==> config.mk <==
export PLATFORM = sky130hd
export DESIGN_NAME = gcd_scheduler
export DESIGN_NICKNAME = d
export VERILOG_FILES = /design/src/rtl/gcd_pkg.sv /design/src/rtl/gcd_core.sv /design/src/rtl/gcd_scheduler.sv
export SDC_FILE = /design/constraint.sdc
export NUM_CORES = 1
export LEC_CHECK = 0
export ABC_AREA = 1
export CAP_MARGIN = 0
export CORE_MARGIN = 5
export CORE_UTILIZATION = 49
export CTS_CLUSTER_SIZE = 10
export DETAILED_ROUTE_END_ITERATION = 7
export HOLD_SLACK_MARGIN = 0.03
export PLACE_DENSITY = 0.91
export SYNTH_ARGS = -nofsm -noshare
export SYNTH_HDL_FRONTEND = slang
export SYNTH_HIERARCHICAL = 1
export SYNTH_SLANG_ARGS = --single-unit
==> constraint.sdc <==
create_clock -name clk -period 2.2 [get_ports clk]
set_clock_uncertainty 0.15 [all_clocks]
set_input_delay 0.22 -clock clk [delete_from_list [all_inputs] [get_ports clk]]
set_output_delay 0.22 -clock clk [all_outputs]
set_load 0.02 [all_outputs]
==> src/rtl/gcd_pkg.sv <==
// Shared types and helpers for the GCD scheduler: FSM encoding, default width,
// and the round-robin grant search.
package gcd_pkg;

   localparam int DEF_WIDTH = 4;
   localparam int MAX_NREQ  = 8;

   typedef enum logic [1:0] {
      IDLE = 2'b00,
      RUN  = 2'b01,
      RESP = 2'b10
   } state_t;

   // First set bit of valid starting at ptr and wrapping modulo n (n <= MAX_NREQ).
   function automatic logic [2:0] rr_pick(input logic [7:0] valid,
                                          input logic [2:0] ptr,
                                          input int         n);
      logic [2:0] pick;
      logic       found;
      int         idx;
      pick  = '0;
      found = 1'b0;
      for (int k = 0; k < MAX_NREQ; k++) begin
         idx = (int'(ptr) + k) % n;
         if (k < n && !found && valid[idx[2:0]]) begin
            pick  = idx[2:0];
            found = 1'b1;
         end
      end
      return pick;
   endfunction

endpackage

==> src/rtl/gcd_core.sv <==
// Subtractive GCD engine: one subtraction or zero-check per cycle while busy.
// done pulses in the zero-check cycle; result is registered on that edge and held.
module gcd_core
   import gcd_pkg::*;
#(
   parameter int WIDTH = DEF_WIDTH
) (
   input  logic             clk,
   input  logic             reset,
   input  logic             start,
   input  logic [WIDTH-1:0] a,
   input  logic [WIDTH-1:0] b,
   output logic             busy,
   output logic             done,
   output logic [WIDTH-1:0] result
);

   logic [WIDTH-1:0] x_q, x_d;
   logic [WIDTH-1:0] y_q, y_d;
   logic [WIDTH-1:0] result_q, result_d;
   logic             busy_q, busy_d;

   always_comb begin
      x_d      = x_q;
      y_d      = y_q;
      result_d = result_q;
      busy_d   = busy_q;
      done     = 1'b0;
      if (start) begin
         x_d    = a;
         y_d    = b;
         busy_d = 1'b1;
      end else if (busy_q) begin
         // Zero checks take priority so gcd(0,0)=0 and gcd(0,b)=b fall out naturally.
         if (x_q == '0) begin
            result_d = y_q;
            busy_d   = 1'b0;
            done     = 1'b1;
         end else if (y_q == '0) begin
            result_d = x_q;
            busy_d   = 1'b0;
            done     = 1'b1;
         end else if (x_q >= y_q) begin
            x_d = x_q - y_q;
         end else begin
            y_d = y_q - x_q;
         end
      end
   end

   always_ff @(posedge clk) begin
      if (reset) begin
         x_q      <= '0;
         y_q      <= '0;
         result_q <= '0;
         busy_q   <= 1'b0;
      end else begin
         x_q      <= x_d;
         y_q      <= y_d;
         result_q <= result_d;
         busy_q   <= busy_d;
      end
   end

   assign busy   = busy_q;
   assign result = result_q;

endmodule

==> src/rtl/gcd_scheduler.sv <==
// Round-robin front end sharing one gcd_core among NREQ requesters; results
// return on a single channel tagged with the owning requester index.
module gcd_scheduler
   import gcd_pkg::*;
#(
   parameter int NREQ  = 4,
   parameter int WIDTH = DEF_WIDTH,
   parameter int IDW   = $clog2(NREQ)
) (
   input  logic                  clk,
   input  logic                  reset,
   input  logic [NREQ-1:0]       req_valid,
   input  logic [NREQ*WIDTH-1:0] req_a,
   input  logic [NREQ*WIDTH-1:0] req_b,
   output logic [NREQ-1:0]       req_ready,
   output logic                  rsp_valid,
   output logic [IDW-1:0]        rsp_id,
   output logic [WIDTH-1:0]      rsp_gcd,
   input  logic                  rsp_ready
);

   state_t           state_q, state_d;
   logic [IDW-1:0]   ptr_q, ptr_d;
   logic [IDW-1:0]   id_q, id_d;
   logic [7:0]       valid_ext;
   logic [IDW-1:0]   grant;
   logic             any_valid;
   logic             accept;
   logic             core_busy;
   logic             core_done;
   logic [WIDTH-1:0] core_result;

   always_comb begin
      valid_ext             = '0;
      valid_ext[NREQ-1:0]   = req_valid;
   end

   assign grant     = IDW'(rr_pick(valid_ext, 3'(ptr_q), NREQ));
   assign any_valid = |req_valid;
   // The busy interlock keeps a stale engine from being restarted under a new id.
   assign accept    = (state_q == IDLE) && any_valid && !core_busy;

   for (genvar gi = 0; gi < NREQ; gi++) begin : g_ready
      assign req_ready[gi] = accept && (grant == IDW'(gi));
   end

   always_comb begin
      state_d = state_q;
      ptr_d   = ptr_q;
      id_d    = id_q;
      case (state_q)
         IDLE: begin
            if (accept) begin
               id_d    = grant;
               ptr_d   = (grant == IDW'(NREQ - 1)) ? '0 : grant + 1'b1;
               state_d = RUN;
            end
         end
         RUN:     if (core_done) state_d = RESP;
         RESP:    if (rsp_ready) state_d = IDLE;
         default: state_d = IDLE;
      endcase
   end

   always_ff @(posedge clk) begin
      if (reset) begin
         state_q <= IDLE;
         ptr_q   <= '0;
         id_q    <= '0;
      end else begin
         state_q <= state_d;
         ptr_q   <= ptr_d;
         id_q    <= id_d;
      end
   end

   gcd_core #(.WIDTH(WIDTH)) u_core (
      .clk    (clk),
      .reset  (reset),
      .start  (accept),
      .a      (req_a[grant*WIDTH +: WIDTH]),
      .b      (req_b[grant*WIDTH +: WIDTH]),
      .busy   (core_busy),
      .done   (core_done),
      .result (core_result)
   );

   assign rsp_valid = (state_q == RESP);
   assign rsp_id    = id_q;
   assign rsp_gcd   = core_result;

endmodule

==> results by group, run 1 <==
Outcome
  • Status: complete, but fails checks
  • Failing checks: setup timing

CTS
  • CTS tree: built
  • Worst-Skew Late Latency: 0.26 ns
  • Clock buffer depth: 2
  • Worst-path clk slew: 0.08 ns
  • CTS H-tree lvls: 1
  • Hold buffer count at CTS: 0
  • Clk sink count: 19
  • Root buffer cell: clkbuf_8
  • TritonCTS Buffers: 3

Route
  • DRC: 0
  • DRT antenna net count: 0
  • DRT Wirelength: 6520 um
  • DRT iter0 DRCs: 134
  • Avg WL per Cell: 15.5 um
  • Vias per inst: 5.61
  • Vias: 2355
  • Pre-Repair DR Iteration Count: 5

Placement
  • Setup WS pre-CTS: -0.490 ns
  • Number of I/O port buffers: 49
  • Placed cell area: 2480 sq um
  • Dpl hpwl: 4130 um
  • Final Wtd Congestion: 0.900

GRT
  • Initial antenna violation count: 0
  • Total track usage: 20.0%
  • Grt total ovfl: 0
  • Global-route wire length before repair: 8510 um
  • Largest net degree at the start of global routing: 17
  • Vias in the first global route: 2051

Yosys
  • Sequential area share after synthesis: 20.6%
  • Syn Inst Count: 294
  • Synthesized area: 1840 sq um
  • Asr flop ratio synth: 0%
  • Synth Area per Inst: 6.27 sq um
  • FF+latch count, synth: 19
  • Post-synth EDFFs: 0
  • Synthesized Nets: 342
  • Yosys cell types: 31
  • Top_reg_cell synth: dfxtp_1
  • Synth warnings: 6

Flow run
  • Max-cap violations: 0

Layout
  • Most common cell after layout, fill and taps aside: nand2_1
  • Final core utilization: 76.7%
  • FF/Latch Area: 385 sq um
  • Layout overhead on the synthesized area: 52.3%
  • Most frequent cells in the layout: nand2_1 (48), nor2_1 (43), clkdlybuf4s50_1 (41)
  • Proportion of layout cells with a drive suffix above 1: 29.0%
  • Fill cell count: 249
  • Final nets: 421
  • Ant. Diodes: 0
  • Post-layout instance area: 2810 sq um
  • Multi-input logic area: 1380 sq um

STA
  • Hold Violations, Final: 0
  • Crit path time final: 2.41 ns
  • Unrepaired setup endpoints after global routing: yes
  • Final worst slack: -0.214 ns
  • Worst rel slew slack: 64.1%
  • Final slew viol count: 0
  • Final setup vio count: 12
  • Fmax: 414 MHz
  • Hold slack final: 0.326 ns
  • Worst slew pin tran: 0.537 ns
  • Period utilisation layout: 110%

Critical path
  • Setup crit start: ptr_q[0]$_SDFFE_PP0P_
  • FF-to-FF Start: ptr_q[0]$_SDFFE_PP0P_
  • Crit-path max FO: 8
  • Worst Setup Path Type: flip-flop to flip-flop
  • Crit. End Element: flip-flop
  • Worst EP arrival: 2.41 ns
  • Setup crit start kind: flip-flop
  • Critical Path RT: 2.20 ns

Pwr
  • Clock power frac: 5.5%
  • Net Sw Frac: 52.6%
  • VDD IR-drop max: 0.953 mV
  • Internal: 2230 uW
  • Comb pwr share: 82.0%
  • Reg power frac: 12.5%
  • Pwr Density: 1670 nW/um^2
  • Total Power: 4700 uW
  • Sw Pwr: 2470 uW
  • LEAKAGE: 0.00131 uW

Floorplanning
  • Io pins: 50
  • Die width: 71.3 um
  • Initial core utilization: 50.3%
  • Overall die area: 5090 sq um
  • Core Box Area: 3660 sq um
  • FP Rows: 22
  • Die Span Y: 71.3 um

Min path
  • Hold crit path type: flip-flop to flip-flop
  • Critical hold path startpoint: rsp_id[1]$_SDFFE_PP0P_
-- path summary, 6_finish.rpt --
path / endpoint / slack, ns / cells after the start
worst max register to register: u_core/y_q[0]$_SDFFE_PP0P_ / -0.21 / 18
worst min register to register: rsp_id[1]$_SDFFE_PP0P_ / 0.33 / 2
worst min-delay path: rsp_id[1]$_SDFFE_PP0P_ / 0.33 / 2
worst max-delay path: u_core/y_q[0]$_SDFFE_PP0P_ / -0.21 / 18
-- logic make-up after synthesis --
kind of cell | Yosys count | share of synthesized area, %
AO/OA/AOI/OAI | 26 | 7.67
XOR/XNOR | 2 | 0.951
adder cells (fa/ha/maj) | 9 | 6.92
buffers and inverters | 42 | 11.8
flip-flops | 19 | 20.6
multiplexers | 1 | 0.543
AND/OR/NAND/NOR | 195 | 51.5
-- worst max-delay path, cell delays in order, from the launching register on --
cell	delay [ns]
dfxtp_4	0.39
buf_8	0.14
nand2_2	0.07
nand3_2	0.10
nand2_2	0.10
inv_2	0.09
nand2_1	0.06
nand2_1	0.07
nand3_2	0.07
nand2_2	0.08
buf_6	0.15
clkinv_8	0.07
buf_12	0.12
nand3_1	0.06
nand4_1	0.15
a21oi_2	0.17
nand3_1	0.09
nand2_1	0.08
nor2_1	0.07
-- what timing repair did --
item,4_1_cts,5_1_grt
buffers inserted,1,11
gates resized for setup,38,47
pin swaps,11,13
setup endpoints to repair,12,12
-- cells in the mapped netlist (3+ instances only) --
master    count  area (sq um)
nand3_2       5          50.1
ha_1          7          87.6
nand2_2      10          62.6
inv_1        25          93.8
buf_6         5          56.3
nand3_1      43           215
dfxtp_1      19           380
nor2_2        3          18.8
buf_4         4          30.0
nor2_1       44           165
nand2_1      68           255
nand4_1      11          68.8
nand3b_1      3          22.5
o21ai_0       9          45.0
a21oi_1      14          70.1
inv_2         5          18.8
-- per-stage QoR --
stage | std cells | setup TNS (ns)
after detailed placement | 405 | -5.49
after floorplan | 294 | 0
after global placement | 405 | -4.37
after global routing | 420 | -2.89
after CTS | 410 | 0
final | 420 | -1.19
-- sequential cells by signal (all words and copies together) (netlist names) --
register / cells
ptr_q: 2
rsp_id: 2
state_q: 2
u_core/busy: 1
u_core/result: 4
u_core/x_q: 4
u_core/y_q: 4
-- layout make-up --
cell class                 count  area share (%)
multi-input combinational    233            49.2
inverter                      32            5.12
clock buffer                   3            1.47
timing repair buffer          84            28.2
sequential                    19            13.7
clock inverter                 1           0.178
tap                           48            2.14
-- layer usage --
| metal | GRT usage (%) | wire length, um | vias up | share of wire [%] |
|---|---|---|---|---|
| met4 | 7.10 | 311 | 0 | 4.8 |
| met3 | 4.49 | 376 | 33 | 5.8 |
| met1 | 21.3 | 2420 | 1094 | 37 |
| li1 | - | - | 1115 | - |
| met5 | 0 | 0 | - | 0 |
| met2 | 38.2 | 3410 | 113 | 52 |
-- power by group through the flow --
stage               sequential (uW)  clock (uW)  combinational (uW)
floorplan                       592           0                2140
global placement                564           0                2870
detailed placement              569           0                2960
CTS                             571         260                3100
global route                    602         274                4170
finish                          588         256                3850
(Power assumes the default switching activity.)
==> inputs of run 2 (changes only) <==
- CAP_MARGIN: 0 -> 40
- GPL_TIMING_DRIVEN: default -> 0
==> results by group, run 2 (synthesis gave the netlist of run 1 again) <==
Layout
  • Fill cell count: 292 (was 249)
  • Post-layout instance area: 2730 sq um (was 2810 sq um)
  • FF/Latch Area: 385 sq um (unchanged)
  • Most frequent cells in the layout: nand2_1 (49), nor2_1 (42), clkdlybuf4s50_1 (41) (was nand2_1 (48), nor2_1 (43), clkdlybuf4s50_1 (41))
  • Final core utilization: 74.5% (was 76.7%)
  • Ant. Diodes: 0 (unchanged)
  • Most common cell after layout, fill and taps aside: nand2_1 (unchanged)
  • Final nets: 410 (was 421)
  • Proportion of layout cells with a drive suffix above 1: 27.1% (was 29.0%)
  • Multi-input logic area: 1390 sq um (was 1380 sq um)
  • Layout overhead on the synthesized area: 48.0% (was 52.3%)

CTS
  • Worst-Skew Late Latency: 0.26 ns (about the same)
  • Clock buffer depth: 2 (unchanged)
  • TritonCTS Buffers: 3 (unchanged)
  • Worst-path clk slew: 0.07 ns (was 0.08 ns)
  • Clk sink count: 19 (unchanged)
  • Hold buffer count at CTS: 0 (unchanged)
  • CTS tree: built (unchanged)
  • CTS H-tree lvls: 1 (unchanged)
  • Root buffer cell: clkbuf_8 (unchanged)

Critical path
  • Crit. End Element: primary output (was flip-flop)
  • Setup crit start: ptr_q[0]$_SDFFE_PP0P_ (unchanged)
  • Worst EP arrival: 1.98 ns (was 2.41 ns)
  • Worst Setup Path Type: flip-flop to primary output (was flip-flop to flip-flop)
  • Critical Path RT: 1.83 ns (was 2.20 ns)
  • FF-to-FF Start: ptr_q[0]$_SDFFE_PP0P_ (unchanged)
  • Setup crit start kind: flip-flop (unchanged)
  • Crit-path max FO: 5 (was 8)

GRT
  • Initial antenna violation count: 0 (unchanged)
  • Global-route wire length before repair: 9060 um (was 8510 um)
  • Vias in the first global route: 2088 (was 2051)
  • Largest net degree at the start of global routing: 13 (was 17)
  • Grt total ovfl: 0 (unchanged)
  • Total track usage: 21.5% (was 20.0%)

STA
  • Final worst slack: -0.152 ns (was -0.214 ns)
  • Fmax: 425 MHz (was 414 MHz)
  • Worst rel slew slack: 65.2% (was 64.1%)
  • Worst slew pin tran: 0.517 ns (was 0.537 ns)
  • Period utilisation layout: 107% (was 110%)
  • Hold slack final: 0.334 ns (was 0.326 ns)
  • Final slew viol count: 0 (unchanged)
  • Final setup vio count: 10 (was 12)
  • Hold Violations, Final: 0 (unchanged)
  • Crit path time final: 2.35 ns (was 2.41 ns)
  • Unrepaired setup endpoints after global routing: yes (unchanged)

Pwr
  • Clock power frac: 5.6% (was 5.5%)
  • VDD IR-drop max: 1.13 mV (was 0.953 mV)
  • Net Sw Frac: 52.9% (was 52.6%)
  • Sw Pwr: 2390 uW (was 2470 uW)
  • Reg power frac: 12.9% (was 12.5%)
  • Comb pwr share: 81.6% (was 82.0%)
  • LEAKAGE: 0.00125 uW (was 0.00131 uW)
  • Internal: 2130 uW (was 2230 uW)
  • Pwr Density: 1660 nW/um^2 (was 1670 nW/um^2)

Route
  • Avg WL per Cell: 14.8 um (was 15.5 um)
  • Pre-Repair DR Iteration Count: 5 (unchanged)
  • Vias: 2258 (was 2355)
  • DRT iter0 DRCs: 127 (was 134)
  • DRT antenna net count: 0 (unchanged)
  • DRT Wirelength: 6060 um (was 6520 um)
  • Vias per inst: 5.52 (was 5.61)
  • DRC: 0 (unchanged)

Floorplanning
  • Initial core utilization: 50.3% (unchanged)
  • FP Rows: 22 (unchanged)
  • Die width: 71.3 um (unchanged)
  • Die Span Y: 71.3 um (unchanged)
  • Io pins: 50 (unchanged)
  • Overall die area: 5090 sq um (unchanged)
  • Core Box Area: 3660 sq um (unchanged)

Placement
  • Number of I/O port buffers: 49 (unchanged)
  • Placed cell area: 2390 sq um (was 2480 sq um)
  • Final Wtd Congestion: 0.890 (was 0.900)
  • Dpl hpwl: 3940 um (was 4130 um)

Flow run
  • Max-cap violations: 0 (unchanged)

Outcome
  • Failing checks: setup timing (unchanged)
  • Status: complete, but fails checks (unchanged)

Min path
  • Hold crit path type: flip-flop to flip-flop (unchanged)
  • Critical hold path startpoint: rsp_id[0]$_SDFFE_PP0P_ (was rsp_id[1]$_SDFFE_PP0P_)
## run 2: changes by cell type in the layout (fill, tap and decap cells not counted), moves of 3 or more
cell / before / now
buf_4: 30 / 14
buf_6: 7 / 11
nand2_2: 23 / 20
nor2_2: 1 / 4
## run 2: path summary, 6_finish.rpt
path / to / depth (start not counted) / slack (ns)
max: req_ready[3] / 11 / -0.15
min: rsp_id[0]$_SDFFE_PP0P_ / 2 / 0.33
max reg2reg: u_core/x_q[1]$_SDFFE_PP0P_ / 15 / -0.09
min reg2reg: rsp_id[0]$_SDFFE_PP0P_ / 2 / 0.33
## run 2: power by group through the flow
stage	Clock (uW)	Sequential [uW]	Combinational, uW
6_report	252	582	3690
3_5_place_dp	0	570	2870
5_1_grt	280	596	3990
4_1_cts	260	568	3150
2_1_floorplan	0	592	2140
3_3_place_gp	0	565	2810
## run 2: through the flow
step	total power [uW]	worst slack, ns	TNS [ns]	std cells
after floorplan	2740	0.209	0	294
after global placement	3370	-0.602	-4.06	391
after detailed placement	3440	-0.645	-4.73	391
after CTS	3980	-0.00812	-0.00812	401
after global routing	4860	-0.240	-2.15	409
final	4530	-0.152	-0.812	409
## run 2: layout make-up
type                       count  share of cell area (%)
timing repair buffer          64                    22.5
multi-input combinational    233                    51.0
tap                           48                    2.20
buffer                         9                    3.72
inverter                      32                    4.82
clock buffer                   3                    1.51
sequential                    19                    14.1
clock inverter                 1                   0.183
## run 2: layer usage
layer,track usage [%],share of wire [%],vias to the layer above
met5,0,0,-
met4,4.80,1.4,0
met3,3.93,5.7,10
met2,41.0,54,95
met1,24.4,39,1060
li1,-,-,1093
## run 2: critical path: stages, from the launching register on
cell	delay, ns
dfxtp_2	0.36
buf_2	0.18
nand2_1	0.10
nand2_2	0.10
nand2_2	0.07
nand2_2	0.09
nand4_1	0.19
nand2_1	0.17
nor2_4	0.07
buf_6	0.13
nor2_1	0.11
buf_4	0.15
## run 2: repair_timing
action,CTS,global route
endpoints found under the setup margin,9,12
gates cloned,1,2
setup buffers,5,7
resized for setup,44,39
pin swaps,6,27
==> inputs of run 3 (changes only) <==
--- a/constraint.sdc
+++ b/constraint.sdc
@@ -3,3 +3,3 @@
 set_input_delay 0.22 -clock clk [delete_from_list [all_inputs] [get_ports clk]]
 set_output_delay 0.22 -clock clk [all_outputs]
-set_load 0.02 [all_outputs]
+set_load 0.005 [all_outputs]
==> results by group, run 3 (synthesis gave the netlist of run 1 again) <==
Pwr
  • Net Sw Frac: 54.2% (was 52.9%)
  • LEAKAGE: 0.00125 uW (about the same)
  • VDD IR-drop max: 1.06 mV (was 1.13 mV)
  • Internal: 2120 uW (was 2130 uW)
  • Comb pwr share: 81.8% (was 81.6%)
  • Clock power frac: 5.5% (was 5.6%)
  • Sw Pwr: 2510 uW (was 2390 uW)
  • Reg power frac: 12.6% (was 12.9%)
  • Pwr Density: 1670 nW/um^2 (was 1660 nW/um^2)
  • Total Power: 4630 uW (was 4530 uW)

Floorplanning
  • Die width: 71.3 um (unchanged)
  • Core Box Area: 3660 sq um (unchanged)
  • FP Rows: 22 (unchanged)
  • Die Span Y: 71.3 um (unchanged)
  • Overall die area: 5090 sq um (unchanged)
  • Io pins: 50 (unchanged)
  • Initial core utilization: 50.3% (unchanged)

Layout
  • Post-layout instance area: 2770 sq um (was 2730 sq um)
  • Final nets: 408 (was 410)
  • Ant. Diodes: 0 (unchanged)
  • Most frequent cells in the layout: nand2_1 (48), nor2_1 (42), clkdlybuf4s50_1 (41) (was nand2_1 (49), nor2_1 (42), clkdlybuf4s50_1 (41))
  • Most common cell after layout, fill and taps aside: nand2_1 (unchanged)
  • Layout overhead on the synthesized area: 50.4% (was 48.0%)
  • Proportion of layout cells with a drive suffix above 1: 26.7% (was 27.1%)
  • Final core utilization: 75.7% (was 74.5%)

CTS
  • Worst-path clk slew: 0.07 ns (about the same)
  • Clk sink count: 19 (unchanged)
  • TritonCTS Buffers: 3 (unchanged)
  • Clock buffer depth: 2 (unchanged)
  • CTS H-tree lvls: 1 (unchanged)
  • Worst-Skew Late Latency: 0.27 ns (was 0.26 ns)
  • CTS tree: built (unchanged)
  • Root buffer cell: clkbuf_8 (unchanged)
  • Hold buffer count at CTS: 0 (unchanged)

Critical path
  • Worst EP arrival: 2.64 ns (was 1.98 ns)
  • Crit. End Element: flip-flop (was primary output)
  • Worst Setup Path Type: flip-flop to flip-flop (was flip-flop to primary output)
  • Critical Path RT: 2.21 ns (was 1.83 ns)
  • Setup crit start kind: flip-flop (unchanged)
  • Crit-path max FO: 8 (was 5)

Flow run
  • Max-cap violations: 0 (unchanged)

Route
  • DRC: 0 (unchanged)
  • Avg WL per Cell: 17.2 um (was 14.8 um)
  • DRT antenna net count: 0 (unchanged)
  • Vias per inst: 5.78 (was 5.52)
  • Pre-Repair DR Iteration Count: 4 (was 5)
  • DRT iter0 DRCs: 163 (was 127)
  • Vias: 2354 (was 2258)
  • DRT Wirelength: 6990 um (was 6060 um)

GRT
  • Vias in the first global route: 2155 (was 2088)
  • Total track usage: 21.9% (was 21.5%)
  • Grt total ovfl: 0 (unchanged)
  • Largest net degree at the start of global routing: 13 (unchanged)
  • Global-route wire length before repair: 9180 um (was 9060 um)
  • Initial antenna violation count: 0 (unchanged)

Min path
  • Hold crit path type: flip-flop to flip-flop (unchanged)

STA
  • Final setup vio count: 12 (was 10)
  • Hold slack final: 0.336 ns (was 0.334 ns)
  • Fmax: 380 MHz (was 425 MHz)
  • Period utilisation layout: 120% (was 107%)
  • Final slew viol count: 0 (unchanged)
  • Worst rel slew slack: 64.1% (was 65.2%)
  • Hold Violations, Final: 0 (unchanged)
  • Worst slew pin tran: 0.533 ns (was 0.517 ns)
  • Unrepaired setup endpoints after global routing: yes (unchanged)
  • Final worst slack: -0.430 ns (was -0.152 ns)
  • Crit path time final: 2.63 ns (was 2.35 ns)

Placement
  • Number of I/O port buffers: 49 (unchanged)
  • Dpl hpwl: 3940 um (unchanged)
  • Placed cell area: 2390 sq um (unchanged)
  • Final Wtd Congestion: 0.890 (unchanged)
  • Setup WS pre-CTS: -0.544 ns (was -0.645 ns)

Outcome
  • Status: complete, but fails checks (unchanged)
  • Failing checks: setup timing (unchanged)
[run 3: worst paths after layout]
check	endpoint	slack (ns)	cells after the start	from
min	u_core/result[1]$_SDFFE_PP0P_	0.34	2	u_core/result[1]$_SDFFE_PP0P_
min reg2reg	u_core/result[1]$_SDFFE_PP0P_	0.34	2	u_core/result[1]$_SDFFE_PP0P_
max	u_core/y_q[1]$_SDFFE_PP0P_	-0.43	16	ptr_q[0]$_SDFFE_PP0P_
max reg2reg	u_core/y_q[1]$_SDFFE_PP0P_	-0.43	16	ptr_q[0]$_SDFFE_PP0P_
[run 3: power by group through the flow]
stage	Combinational (uW)	Sequential [uW]	Clock, uW
4_1_cts	3110	568	260
6_report	3790	586	257
3_3_place_gp	2720	565	0
3_5_place_dp	2780	570	0
5_1_grt	4060	599	279
2_1_floorplan	2100	551	0
[run 3: stage by stage]
| stage | setup TNS (ns) | cells |
|---|---|---|
| finish | -2.79 | 407 |
| global route | -4.08 | 407 |
| CTS | -0.101 | 404 |
| detailed placement | -4.32 | 391 |
| global placement | -3.65 | 391 |
| floorplan | 0 | 294 |
[run 3: worst max-delay path, stage by stage (launching register included)]
cell and delay (ns):
dfxtp_2 0.36, inv_2 0.06, buf_6 0.14, nand2_4 0.07, nand2_4 0.08, o21ai_1 0.30
nand4_1 0.22, nand2_2 0.15, buf_6 0.14, inv_8 0.04, buf_4 0.13, nand3_1 0.10
nand4_1 0.13, a21oi_1 0.18, nand3_1 0.13, nand2_1 0.09, nor2_1 0.05
[run 3: layer usage]
metal,track usage (%),wire (um),vias to the layer above
li1,-,-,1091
met1,23.8,2420,1092
met2,41.8,3710,130
met3,4.07,451,41
met4,7.31,404,0
met5,0,0,-
[run 3: what timing repair did]
item                                    4_1_cts  5_1_grt
gates resized for setup                      44       49
endpoints found under the setup margin        9       12
pin swaps                                    15       29
buffers inserted                              7        3
cloned                                        2        0
[run 3: final cells by class]
type	count	area, sq um
multi-input combinational	233	1450
inverter	32	139
timing repair buffer	61	583
buffer	10	109
sequential	19	385
tap	48	60.1
fill	296	890
clock inverter	1	5.00
clock buffer	3	41.3
